[config.mk]
export PLATFORM = sky130hd
export DESIGN_NAME = fetch_unit
export DESIGN_NICKNAME = d
export VERILOG_FILES = /design/src/rtl/cpu_pkg.sv /design/src/rtl/fetch_unit_br_target.sv /design/src/rtl/fetch_unit.sv
export SDC_FILE = /design/constraint.sdc
export NUM_CORES = 1
export LEC_CHECK = 0
export BUFFER_PORTS_ARGS = -buffer_cell sky130_fd_sc_hd__clkbuf_2
export CAP_MARGIN = 20
export CORE_MARGIN = 2
export CORE_UTILIZATION = 55
export CTS_BUF_LIST = sky130_fd_sc_hd__clkbuf_8
export DETAILED_ROUTE_END_ITERATION = 10
export PLACE_DENSITY = 0.82
export SLEW_MARGIN = 20
export SYNTH_ARGS = -nofsm -noshare
export SYNTH_HDL_FRONTEND = slang
export SYNTH_SLANG_ARGS = --single-unit
[constraint.sdc]
create_clock -name clk -period 7.15 [get_ports clk]
set_clock_uncertainty 0.2 [all_clocks]
set_input_delay 0.715 -clock clk [delete_from_list [all_inputs] [get_ports clk]]
set_output_delay 0.715 -clock clk [all_outputs]
set_load 0.01 [all_outputs]
[src/rtl/cpu_pkg.sv]
// Shared types and instruction-field constants for the LEGv8 fetch stage.
package cpu_pkg;

    typedef enum logic [1:0] {
        BOOT  = 2'd0,
        FETCH = 2'd1,
        EXEC  = 2'd2
    } fetch_state_t;

    localparam int unsigned INSTR_W   = 32;
    localparam int unsigned IMM26_MSB = 25;
    localparam int unsigned IMM26_LSB = 0;
    localparam int unsigned IMM19_MSB = 23;
    localparam int unsigned IMM19_LSB = 5;
    localparam int unsigned PC_INC    = 4;

endpackage

[src/rtl/fetch_unit_br_target.sv]
// Next-PC computation: sequential increment or PC-relative B / B.cond target.
module br_target
    import cpu_pkg::*;
#(
    parameter int unsigned ADDR_W = 64
) (
    input  logic [ADDR_W-1:0]  pc,
    input  logic [INSTR_W-1:0] instruction,
    input  logic               brtaken,
    input  logic               uncondbr,
    output logic [ADDR_W-1:0]  next_pc
);

    localparam int unsigned IMM26_W = IMM26_MSB - IMM26_LSB + 1;
    localparam int unsigned IMM19_W = IMM19_MSB - IMM19_LSB + 1;

    logic [ADDR_W-1:0] off26;
    logic [ADDR_W-1:0] off19;
    logic              unused_opcode;

    assign unused_opcode = ^instruction[INSTR_W-1:IMM26_MSB+1];

    always_comb begin
        off26 = {{(ADDR_W-IMM26_W){instruction[IMM26_MSB]}}, instruction[IMM26_MSB:IMM26_LSB]};
        off19 = {{(ADDR_W-IMM19_W){instruction[IMM19_MSB]}}, instruction[IMM19_MSB:IMM19_LSB]};
        off26 = off26 << 2;
        off19 = off19 << 2;
        // brtaken is tested first so an unknown uncondbr cannot reach pc on the fall-through path
        if (brtaken) begin
            if (uncondbr) next_pc = pc + off26;
            else          next_pc = pc + off19;
        end else begin
            next_pc = pc + ADDR_W'(PC_INC);
        end
    end

endmodule

[src/rtl/fetch_unit.sv]
// Instruction-fetch/PC stage: fetch FSM, PC and instruction registers, retire counter.
module fetch_unit
    import cpu_pkg::*;
#(
    parameter int unsigned     ADDR_W   = 64,
    parameter logic [63:0]     RESET_PC = 64'h0
) (
    input  logic               clk,
    input  logic               reset,
    input  logic               brtaken,
    input  logic               uncondbr,
    input  logic               stall,
    output logic               imem_req,
    output logic [ADDR_W-1:0]  imem_addr,
    input  logic               imem_rvalid,
    input  logic [INSTR_W-1:0] imem_rdata,
    output logic [INSTR_W-1:0] instruction,
    output logic               instr_valid,
    output logic [ADDR_W-1:0]  pc,
    output logic [31:0]        instr_count
);

    fetch_state_t      state, state_next;
    logic              load_instr;
    logic              retire;
    logic [ADDR_W-1:0] next_pc;

    br_target #(.ADDR_W(ADDR_W)) u_br_target (
        .pc          (pc),
        .instruction (instruction),
        .brtaken     (brtaken),
        .uncondbr    (uncondbr),
        .next_pc     (next_pc)
    );

    assign imem_addr = pc;

    always_ff @(posedge clk or posedge reset) begin
        if (reset) state <= BOOT;
        else       state <= state_next;
    end

    always_comb begin
        state_next  = state;
        imem_req    = 1'b0;
        instr_valid = 1'b0;
        load_instr  = 1'b0;
        retire      = 1'b0;
        unique case (state)
            BOOT: state_next = FETCH;
            FETCH: begin
                imem_req = 1'b1;
                if (imem_rvalid) begin
                    load_instr = 1'b1;
                    state_next = EXEC;
                end
            end
            EXEC: begin
                instr_valid = 1'b1;
                if (!stall) begin
                    retire     = 1'b1;
                    state_next = FETCH;
                end
            end
            default: state_next = BOOT;
        endcase
    end

    always_ff @(posedge clk or posedge reset) begin
        if (reset) begin
            pc          <= ADDR_W'(RESET_PC);
            instruction <= '0;
            instr_count <= '0;
        end else begin
            if (load_instr) instruction <= imem_rdata;
            if (retire) begin
                pc          <= next_pc;
                instr_count <= instr_count + 32'd1;
            end
        end
    end

endmodule

==> results of run 1 <==
-- cell type report --
cell class	count	share of cell area
Clock buffer	18	0.0236
Clock inverter	14	0.0126
Inverter	20	0.00738
Multi-Input combinational cell	793	0.511
Sequential cell	128	0.305
Tap cell	220	0.0262
Timing Repair Buffer	233	0.114
-- placed cells by master, fill, tap and decap left out, types with 3 or more instances in the layout --
master      Yosys  layout
o21ai_0        83      83
a31o_2          3       3
buf_4          66       5
mux2i_1        18      18
nand2_1       136     136
clkbuf_2        1     227
and3_1         11      11
o31ai_1         7       7
o2111ai_1       3       3
o221ai_1        3       3
conb_1          1       4
xor2_1         31      31
a21boi_0       10       9
nor2b_1        24      24
clkinvlp_4      0       4
a221oi_1        3       3
o21a_1          7       7
ha_1           62      62
or3_1           5       5
xnor2_1        53      53
a31oi_1         9       9
clkbuf_8        0      18
dfrtp_1       128     128
and4_1          5       5
a21o_1         40      40
nand3_1        25      25
o21ai_1         4       4
nand2b_1        4       3
o21bai_1       11      11
nor2_1         42      42
nor3_1         11      11
and2_1          8       8
mux2_2         33      33
a21oi_1        75      75
inv_1          20      20
inv_6           0       5
nor4_1          3       3
nand4_1        26      26
-- sequential cells by signal, summed over array words and instances, names as in the netlist --
register	cells
imem_addr	62
instruction	32
instr_count	32
state	2
-- metrics by stage --
stage          cell area [um^2]  std cells  hold WS (ps)
3_5_place_dp              10100       1393           271
5_1_grt                   10500       1426           190
3_3_place_gp              10100       1393           259
6_report                  10500       1426           137
2_1_floorplan              9310       1052           308
4_1_cts                   10500       1425           152
-- critical path, cell delays in order --
cell      delay [ps]
clkbuf_2         410
nand2b_1         390
a21boi_2         550
buf_4            320
ha_1             350
a21oi_1          230
o21bai_1          90
a21o_1           200
a21o_1           180
a21o_1           170
a31oi_1          350
o32a_1           220
o31a_1           160
nor3_1            50
or3b_1           340
-- power by group --
| group | switching, mW | internal, mW | total (mW) | leakage [nW] |
|---|---|---|---|---|
| Sequential | 0.327 | 0.988 | 1.31 | 1.63 |
| Clock | 0.323 | 0.289 | 0.612 | 0.186 |
| Combinational | 1.51 | 1.07 | 2.58 | 3.55 |
-- cell families (layout without fill, tap and decap cells) --
| group | Yosys count | count (layout) |
|---|---|---|
| compound gates | 280 | 280 |
| xor+xnor | 84 | 84 |
| fa+ha+maj | 63 | 63 |
| buf+inv | 131 | 285 |
| flops | 128 | 128 |
| mux | 51 | 51 |
| other cells | 1 | 4 |
| simple gates | 311 | 311 |
-- per-layer routing --
metal	track usage	routed length, um	up-vias
met5	0	0	-
met4	0.105	715	0
met3	0.0465	1230	57
met2	0.409	10600	281
met1	0.328	10100	3810
li1	-	-	3968
-- worst paths after layout --
path | startpoint | endpoint | depth (start not counted)
worst min-delay path | reset | instr_count[29]$_DFFE_PP0P_ | 2
max in group asynchronous | reset | imem_addr[28]$_DFFE_PP0P_ | 3
worst max-delay path | uncondbr | imem_addr[62]$_DFFE_PP0P_ | 15
min in group clk | instr_count[31]$_DFFE_PP0P_ | instr_count[31]$_DFFE_PP0P_ | 1
worst min register to register | instr_count[31]$_DFFE_PP0P_ | instr_count[31]$_DFFE_PP0P_ | 1
worst max register to register | instruction[23]$_DFFE_PP0P_ | imem_addr[62]$_DFFE_PP0P_ | 14
==> summary.txt, run 1 <==
CTS
  – CTS H-tree lvls: 4
  – Clock transition at path regs: 80 ps
  – Worst skew pair latency: 460 ps
  – TritonCTS clock tree: done
  – Clock sink count: 128
  – Num CTS Buffers: 17
  – Postcts setup bufs: 0
  – Max Root-Sink Buffers: 2
  – Hold-fix buffers, CTS: 0
  – # resized after CTS: 0
  – Clk root buf: clkbuf_8

Drt
  – # DRC: 0
  – Routed Antenna Nets: 0
  – Mean routed wirelength per cell: 15.9 um
  – DRT iter0 DRCs: 581
  – Routed Wire Length: 22.6 mm
  – DR vias/cell: 5.69
  – Vias post-DR: 8116
  – Drt first pass iters: 5

Cells and area
  – Fill count: 1430
  – Fin nets: 1294
  – Multi-input gate area: 5380 um^2
  – Final Core Density: 0.634
  – Seq. cell area: 3200 um^2
  – Share of cells above drive strength 1: 0.259
  – Antenna cells: 0
  – Area delta synth->final: 13.1%

STA
  – Tmin final: 4600 ps
  – Slew headroom: 0.373
  – RSZ-0062 raised after global routing: no
  – Final period util: 0.644
  – Final Max Tran Viols: 0
  – Worst Slack Setup Final: 2550 ps
  – Measured slew at the worst slew-check pin: 941 ps
  – Fmax: 217 MHz
  – Setup tns final: 0 ps
  – Final hold violation count: 0
  – Setup violations, final: 0

Floorplanning
  – Die Wd: 134 um
  – Cell row count: 47
  – Full die area: 18000 um^2
  – Ports: 232
  – Initial Util: 0.561
  – Core area: 16600 um^2
  – Die Y: 134 um

Worst setup path
  – Critical Path Fanout Max: 26
  – CP required: 7290 ps
  – R2r setup slk: 3040 ps
  – Setup CP Type: input port to flip-flop
  – CP Launch Type: input port
  – Kind of capture point of the worst setup path: flip-flop
  – Crit path DAT: 4740 ps

Place
  – Pre-CTS WS: 2110 ps
  – PortBufs: 227
  – Hpwl dp: 17.2 mm
  – Routability congestion estimate from global placement: 0.949

Power and ir drop
  – LEAKAGE: 5.37 nW
  – Power per cell area: 429 nW/um^2
  – Peak supply drop: 0.254 mV
  – Total power: 4.51 mW

Yosys
  – Simple-Gate Fraction of Synth Area: 0.161
  – Yosys reg bits: 128
  – Synth area leaders: dfrtp_1 34%, ha_1 8.3%, nand2_1 5.5%
  – Synth area leader: dfrtp_1
  – Post-Syn Instances: 1049
  – Complex-gate fraction of the synthesized area: 0.190
  – EDFF count, synth: 0
  – Most common library cells after synthesis: 136 x nand2_1, 128 x dfrtp_1, 83 x o21ai_0, 75 x a21oi_1, 66 x buf_4
  – Synth cell types: 65
  – Synth top area share: 0.344
  – Top FF cell, synth: dfrtp_1
  – Count leader, synth: nand2_1
  – Yosys Warn Count: 0
  – Post-Syn Area per Cell: 8.86 um^2
  – Post-Synth Adder-Cell Area: 0.0856
  – Seq/Total Area, Yosys: 0.344
  – Cell Area, Synth: 9300 um^2
  – XOR/XNOR Fraction of Synth Area: 0.0791
  – Combinational family with the most area after synthesis: compound AO/OA/AOI/OAI gates
  – Multiplexer area fraction after synthesis: 0.0593
  – Async set or reset register ratio after synthesis: 1.00

Run
  – Number of max-cap violations: 0

Global routing
  – Congestion Overflow GR: 0
  – Largest net degree at the start of global routing: 124
  – Initial antenna violation count: 0
  – First-pass GRT wire length: 36.5 mm
  – Vias in the first global route: 7583
  – GRT Total Usage: 0.250

Worst hold path
  – Hold/Removal Path Class: input port to async pin

Status
  – Status: finished, final reports clean
Note: power is estimated with default switching activity, not from simulation.
==> run 2: changes to the inputs <==
==> constraint.sdc (replaced) <==
create_clock -name clk -period 4.75 [get_ports clk]
set_clock_uncertainty 0.2 [all_clocks]
set_input_delay 0.475 -clock clk [delete_from_list [all_inputs] [get_ports clk]]
set_output_delay 0.475 -clock clk [all_outputs]
set_load 0.01 [all_outputs]
==> run 2 against run 1 <==
Clock power is 58% higher. Highest routed layer unchanged. Cell count is 0.28% higher. Combinational power is 52% higher. Non-clock buffer count is 4 higher. Critical endpoint is now imem_addr[63]$_DFFE_PP0P_. Sequential cell count stayed put. Clock-buffer cell count stayed put.
==> summary.txt, run 2 (same netlist as run 1, synthesis figures left out) <==
Status
  – Status: finished, final reports clean (unchanged)

CTS
  – TritonCTS clock tree: done (unchanged)
  – Num CTS Buffers: 17 (unchanged)
  – Clock sink count: 128 (unchanged)
  – CTS H-tree lvls: 4 (unchanged)
  – Clock transition at path regs: 90 ps (was 80 ps)
  – Worst skew pair latency: 460 ps (about the same)
  – Max Root-Sink Buffers: 2 (unchanged)
  – Clk root buf: clkbuf_8 (unchanged)

Worst setup path
  – CP startpoint: uncondbr (unchanged)
  – Worst r2r src: instruction[5]$_DFFE_PP0P_ (was instruction[23]$_DFFE_PP0P_)
  – Crit path DAT: 4190 ps (was 4740 ps)
  – Setup CP Type: input port to flip-flop (unchanged)
  – Critical Path Fanout Max: 15 (was 26)
  – CP Launch Type: input port (unchanged)
  – Kind of capture point of the worst setup path: flip-flop (unchanged)
  – CP required: 4880 ps (was 7290 ps)

STA
  – Measured slew at the worst slew-check pin: 733 ps (was 941 ps)
  – Slew headroom: 0.511 (was 0.373)
  – RSZ-0062 raised after global routing: no (unchanged)
  – Final Max Tran Viols: 0 (unchanged)
  – Final period util: 0.855
  – Fmax: 246 MHz
  – Setup tns final: 0 ps (unchanged)
  – Setup violations, final: 0 (unchanged)
  – Final hold violation count: 0 (unchanged)
  – Tmin final: 4060 ps
  – Hold Slack: 35.9 ps (was 137 ps)

Place
  – PortBufs: 227 (unchanged)
  – Hpwl dp: 17.3 mm (was 17.2 mm)
  – Routability congestion estimate from global placement: 0.943 (was 0.949)

Floorplanning
  – Die Y: 134 um (unchanged)
  – Die Wd: 134 um (unchanged)
  – Cell row count: 47 (unchanged)
  – Ports: 232 (unchanged)
  – Initial Util: 0.561 (unchanged)
  – Full die area: 18000 um^2 (unchanged)
  – Core area: 16600 um^2 (unchanged)

Drt
  – # DRC: 0 (unchanged)
  – Vias post-DR: 8082 (was 8116)
  – DR vias/cell: 5.65 (was 5.69)
  – Routed Wire Length: 23.0 mm (was 22.6 mm)
  – Mean routed wirelength per cell: 16.1 um (was 15.9 um)
  – Routed Antenna Nets: 0 (unchanged)
  – Drt first pass iters: 5 (unchanged)
  – DRT iter0 DRCs: 508 (was 581)

Worst hold path
  – Hold_sp: imem_rdata[29]
  – Hold/Removal Path Class: input port to flip-flop (was input port to async pin)

Power and ir drop
  – Sw Share: 0.476 (was 0.479)
  – Comb pwr share: 0.570 (was 0.573)
  – Clock network fraction of total power: 0.141 (was 0.136)
  – Power per cell area: 649 nW/um^2 (was 429 nW/um^2)
  – Switching component of the power: 3.27 mW (was 2.16 mW)
  – LEAKAGE: 5.40 nW (was 5.37 nW)
  – Peak supply drop: 0.306 mV (was 0.254 mV)
  – Reg power frac: 0.289 (was 0.292)
  – Internal power: 3.60 mW (was 2.35 mW)

Cells and area
  – Antenna cells: 0 (unchanged)
  – Fin nets: 1298 (was 1294)
  – Largest register FFs: 62 (unchanged)
  – Area delta synth->final: 13.9% (was 13.1%)
  – Most common cell after layout, fill and taps aside: clkbuf_2 (unchanged)
  – Commonest cells after routing, fill and taps aside: 227 x clkbuf_2, 136 x nand2_1, 128 x dfrtp_1 (unchanged)
  – Share of cells above drive strength 1: 0.260 (was 0.259)

Global routing
  – Congestion Overflow GR: 0 (unchanged)
  – First-pass GRT wire length: 37.2 mm (was 36.5 mm)
  – GRT Total Usage: 0.255 (was 0.250)
  – Largest net degree at the start of global routing: 124 (unchanged)
  – Vias in the first global route: 7623 (was 7583)
  – Initial antenna violation count: 0 (unchanged)

Run
  – Number of max-cap violations: 0 (unchanged)
[run 2: worst max-delay path, stage by stage]
cell and delay (ps):
clkbuf_2 330, buf_12 210, mux2i_1 210, nor2b_1 70
ha_1 410, nand4_1 190, nor3_1 470, o2111ai_1 290
a311oi_1 440, o21ai_1 150, nand3_1 190, nor4b_1 330
nor3_1 80, nand3b_1 180, xnor2_1 150
[run 2: stage by stage]
step	cells	utilization	area, um^2	setup WS [ps]	power, mW
detailed placement	1396	0.612	10200	302	5.85
finish	1430	0.639	10600	687	6.87
CTS	1429	0.637	10600	750	6.85
global route	1430	0.639	10600	385	7.40
floorplan	1052	-	9310	228	4.84
global placement	1396	0.612	10200	426	5.78
[run 2: path summary, 6_finish.rpt]
| check | endpoint | slack (ps) | depth (start not counted) |
|---|---|---|---|
| min in group asynchronous | instr_count[11]$_DFFE_PP0P_ | 470 | 3 |
| worst max register to register | imem_addr[60]$_DFFE_PP0P_ | 830 | 15 |
| worst min register to register | instr_count[31]$_DFFE_PP0P_ | 270 | 1 |
| max in group asynchronous | instruction[18]$_DFFE_PP0P_ | 2900 | 4 |
| worst max-delay path | imem_addr[63]$_DFFE_PP0P_ | 690 | 15 |
| worst min-delay path | instruction[29]$_DFFE_PP0P_ | 40 | 2 |
[run 2: what timing repair did]
item                                   4_1_cts  5_1_grt
endpoints found under the hold margin       55        0
hold buffers                                 1        0
resized for setup                            0        0
buffers inserted                             0        0
[run 2: routing by layer]
layer	up-vias	global-route usage	part of all wire
met2	284	0.434	0.48
met1	3772	0.338	0.44
li1	3985	-	-
met5	-	0	0
met3	41	0.0420	0.055
met4	0	0.0725	0.018
[run 2: cell type report]
class	count	area, um^2
multi-input cells	793	5380
well taps	220	275
inverters	20	77.6
clock buffers	18	248
clock inverters	14	155
fillers	1379	5990
repair buffers	237	1260
flip-flops and latches	128	3200
[run 2: power by group through the flow]
stage / Clock (mW) / Combinational (mW) / Sequential [mW]
floorplan: 0 / 2.81 / 2.03
global placement: 0 / 3.79 / 1.98
detailed placement: 0 / 3.85 / 2.00
CTS: 0.989 / 3.88 / 1.98
global route: 1.04 / 4.32 / 2.05
finish: 0.970 / 3.92 / 1.98
==> run 3: changes to the inputs <==
--- a/config.mk
+++ b/config.mk
@@ -8,11 +8,13 @@
 export BUFFER_PORTS_ARGS = -buffer_cell sky130_fd_sc_hd__clkbuf_2
 export CAP_MARGIN = 20
 export CORE_MARGIN = 2
-export CORE_UTILIZATION = 55
+export CORE_UTILIZATION = 57
 export CTS_BUF_LIST = sky130_fd_sc_hd__clkbuf_8
 export DETAILED_ROUTE_END_ITERATION = 10
-export PLACE_DENSITY = 0.82
+export GPL_ROUTABILITY_DRIVEN = 0
+export PLACE_DENSITY = 0.84
 export SLEW_MARGIN = 20
 export SYNTH_ARGS = -nofsm -noshare
 export SYNTH_HDL_FRONTEND = slang
+export SYNTH_HIERARCHICAL = 1
 export SYNTH_SLANG_ARGS = --single-unit
==> run 3 against run 2 <==
Total power decreased by 1.2%. Routed wire length increased by 4.9%. Die area increased by 1.7%. Clock-buffer cell count decreased by 1. Worst setup slack improved by 160 ps. Sequential power about the same. Global-route usage increased by 1.3 points. Critical endpoint is now imem_addr[58]$_DFFE_PP0P_.
==> summary.txt, run 3 <==
Global routing
  – Largest net degree at the start of global routing: 68 (was 124)
  – Vias in the first global route: 8091 (was 7623)
  – Initial antenna violation count: 0 (unchanged)
  – First-pass GRT wire length: 39.6 mm (was 37.2 mm)
  – Congestion Overflow GR: 0 (unchanged)
  – GRT Total Usage: 0.268 (was 0.255)

CTS
  – Clock transition at path regs: 90 ps (about the same)
  – Max Root-Sink Buffers: 2 (unchanged)
  – Hold-fix buffers, CTS: 2 (was 1)
  – Clk root buf: clkbuf_8 (unchanged)
  – # resized after CTS: 0 (unchanged)
  – CTS H-tree lvls: 4 (unchanged)
  – Postcts setup bufs: 0 (unchanged)
  – TritonCTS clock tree: done (unchanged)
  – Num CTS Buffers: 17 (unchanged)
  – Clock sink count: 130 (was 128)
  – Worst skew pair latency: 460 ps (about the same)

Power and ir drop
  – Peak supply drop: 0.385 mV (was 0.306 mV)
  – Switching component of the power: 3.21 mW (was 3.27 mW)
  – Reg power frac: 0.289 (about the same)
  – Power per cell area: 617 nW/um^2 (was 649 nW/um^2)
  – Comb pwr share: 0.571 (was 0.570)
  – Clock network fraction of total power: 0.140 (was 0.141)
  – Sw Share: 0.473 (was 0.476)
  – Internal power: 3.57 mW (was 3.60 mW)
  – LEAKAGE: 6.01 nW (was 5.40 nW)

Drt
  – Drt first pass iters: 6 (was 5)
  – DR vias/cell: 5.65 (about the same)
  – DRT iter0 DRCs: 505 (was 508)
  – # DRC: 0 (unchanged)
  – Vias post-DR: 8612 (was 8082)
  – Mean routed wirelength per cell: 15.8 um (was 16.1 um)
  – Routed Antenna Nets: 0 (unchanged)
  – Routed Wire Length: 24.1 mm (was 23.0 mm)

Yosys
  – Synth top area share: 0.332 (was 0.344)
  – Synth cell types: 73 (was 65)
  – Post-Syn Instances: 1145 (was 1049)
  – Cell Area, Synth: 9800 um^2 (was 9300 um^2)
  – EDFF count, synth: 0 (unchanged)
  – Count leader, synth: nand2_1 (unchanged)
  – Synth area leader: dfrtp_1 (unchanged)
  – Syn_nets: 1246
  – Synth area leaders: dfrtp_1 33%, nand2_1 10%, ha_1 7.9% (was dfrtp_1 34%, ha_1 8.3%, nand2_1 5.5%)
  – Yosys reg bits: 130 (was 128)
  – Async set or reset register ratio after synthesis: 1.00 (unchanged)
  – Seq/Total Area, Yosys: 0.332 (was 0.344)
  – Yosys Warn Count: 6 (was 0)
  – Top FF cell, synth: dfrtp_1 (unchanged)
  – Most common library cells after synthesis: 271 x nand2_1, 130 x dfrtp_1, 69 x buf_4, 66 x a21oi_1, 62 x ha_1 (was 136 x nand2_1, 128 x dfrtp_1, 83 x o21ai_0, 75 x a21oi_1, 66 x buf_4)
  – Post-Syn Area per Cell: 8.56 um^2 (was 8.86 um^2)

STA
  – Setup violations, final: 0 (unchanged)
  – Setup tns final: 0 ps (unchanged)
  – Final hold violation count: 0 (unchanged)
  – Tmin final: 3900 ps (was 4060 ps)
  – Fmax: 256 MHz (was 246 MHz)
  – Slew headroom: 0.446 (was 0.511)
  – Final Max Tran Viols: 0 (unchanged)
  – Final period util: 0.821 (was 0.855)
  – Hold Slack: 36.1 ps (was 35.9 ps)
  – RSZ-0062 raised after global routing: no (unchanged)
  – Measured slew at the worst slew-check pin: 830 ps (was 733 ps)

Worst setup path
  – CP required: 4960 ps (was 4880 ps)
  – Worst Setup EP: imem_addr[58]$_DFFE_PP0P_ (was imem_addr[63]$_DFFE_PP0P_)
  – Kind of capture point of the worst setup path: flip-flop (unchanged)
  – R2r setup slk: 850 ps (was 830 ps)
  – Setup CP Type: flip-flop to flip-flop (was input port to flip-flop)
  – Worst-case reg-to-reg path depth: 16 (was 15)
  – CP Launch Type: flip-flop (was input port)
  – Crit path DAT: 4110 ps (was 4190 ps)
  – Critical Path Fanout Max: 4 (was 15)
  – Worst r2r src: instruction[5]$_DFFE_PP0P_ (unchanged)
  – CP startpoint: instruction[5]$_DFFE_PP0P_ (was uncondbr)
  – R2R Path End: imem_addr[58]$_DFFE_PP0P_ (was imem_addr[60]$_DFFE_PP0P_)

Cells and area
  – Fin nets: 1391 (was 1298)
  – Multi-input gate area: 5760 um^2 (was 5380 um^2)
  – Largest register FFs: 64 (was 62)
  – Fill count: 1369 (was 1379)
  – Seq. cell area: 3250 um^2 (was 3200 um^2)
  – Area delta synth->final: 12.3% (was 13.9%)
  – Most common cell after layout, fill and taps aside: nand2_1 (was clkbuf_2)
  – Commonest cells after routing, fill and taps aside: 271 x nand2_1, 231 x clkbuf_2, 130 x dfrtp_1 (was 227 x clkbuf_2, 136 x nand2_1, 128 x dfrtp_1)
  – Antenna cells: 0 (unchanged)
  – Share of cells above drive strength 1: 0.260 (about the same)

Floorplanning
  – Die Y: 135 um (was 134 um)
  – Full die area: 18300 um^2 (was 18000 um^2)
  – Initial Util: 0.587 (was 0.561)
  – Ports: 232 (unchanged)
  – Die Wd: 135 um (was 134 um)
  – Cell row count: 47 (unchanged)
  – Core area: 16700 um^2 (was 16600 um^2)

Place
  – PortBufs: 231 (was 227)
  – Hpwl dp: 18.3 mm (was 17.3 mm)

Worst hold path
  – Hold/Removal Path Class: input port to flip-flop (unchanged)
  – Worst Hold Depth: 2 (unchanged)

Run
  – Number of max-cap violations: 0 (unchanged)

Status
  – Status: finished, final reports clean (unchanged)
==> run 3: changes by cell type after synthesis, sizes merged, moves of 9 or more <==
cell,delta
nor4,+9
nor3,+11
o21ai,-53
buf,+12
xor2,+10
nand2,+135
==> run 3: how the worst min path moves through the flow <==
stage	startpoint	endpoint	slack [ps]
6_report	imem_rdata[15]	instruction[15]$_DFFE_PP0P_	40
5_1_grt	imem_rdata[15]	instruction[15]$_DFFE_PP0P_	20
4_1_cts	imem_rdata[17]	instruction[17]$_DFFE_PP0P_	20
3_5_place_dp	instr_count[31]$_DFFE_PP0P_	instr_count[31]$_DFFE_PP0P_	270
3_3_place_gp	instr_count[31]$_DFFE_PP0P_	instr_count[31]$_DFFE_PP0P_	260
2_1_floorplan	state[1]$_DFFE_PP0P_	state[0]$_DFFE_PP0P_	280
==> run 3: kinds of logic after synthesis <==
kind of cell	share of synthesized area
DFF	0.332
muxes	0.0573
AOI/OAI and AO/OA	0.151
buffers and inverters	0.0820
xor gates and xnor gates	0.0794
adders and majority gates	0.0812
and+or+nand+nor	0.217
==> run 3: layout make-up <==
type,count,share of cell area
tap,220,0.0250
multi-input combinational,878,0.524
inverter,21,0.00739
clock buffer,17,0.0213
timing repair buffer,242,0.113
clock inverter,15,0.0140
sequential,130,0.296
==> run 3: critical path: stages, from the launching register on <==
cell and delay [ps]:
dfrtp_1 440, mux2i_1 100, nand2_1 90, ha_1 210
inv_1 80, fa_1 410, nor2b_1 170, o2111ai_1 160
a211oi_1 480, o211ai_1 220, nand4b_1 180, nand2_1 70
o21ai_1 500, a21oi_1 150, and4b_1 270, nand2_1 50
nand2_1 60
==> run 3: stage by stage <==
stage / power (mW) / util / setup slack, ps / area, um^2 / cells
after floorplan: 4.87 / - / 357 / 9810 / 1145
after global placement: 5.72 / 0.635 / 653 / 10600 / 1489
after detailed placement: 5.80 / 0.635 / 558 / 10600 / 1489
after CTS: 6.79 / 0.659 / 915 / 11000 / 1523
after global routing: 7.32 / 0.659 / 488 / 11000 / 1523
final: 6.79 / 0.659 / 848 / 11000 / 1523
==> run 3: power groups by stage <==
stage	logic [mW]	registers [mW]	clock network (mW)
after detailed placement	3.82	1.99	0
after global routing	4.27	2.02	1.02
final	3.87	1.96	0.951
after floorplan	2.87	2.00	0
after CTS	3.85	1.96	0.971
after global placement	3.75	1.97	0
==> run 3: per-layer routing <==
| layer | routed length [um] | up-vias | track usage |
|---|---|---|---|
| li1 | - | 4201 | - |
| met1 | 10400 | 4012 | 0.351 |
| met2 | 11400 | 344 | 0.443 |
| met3 | 1600 | 55 | 0.0509 |
| met4 | 660 | 0 | 0.102 |
| met5 | 0 | - | 0 |
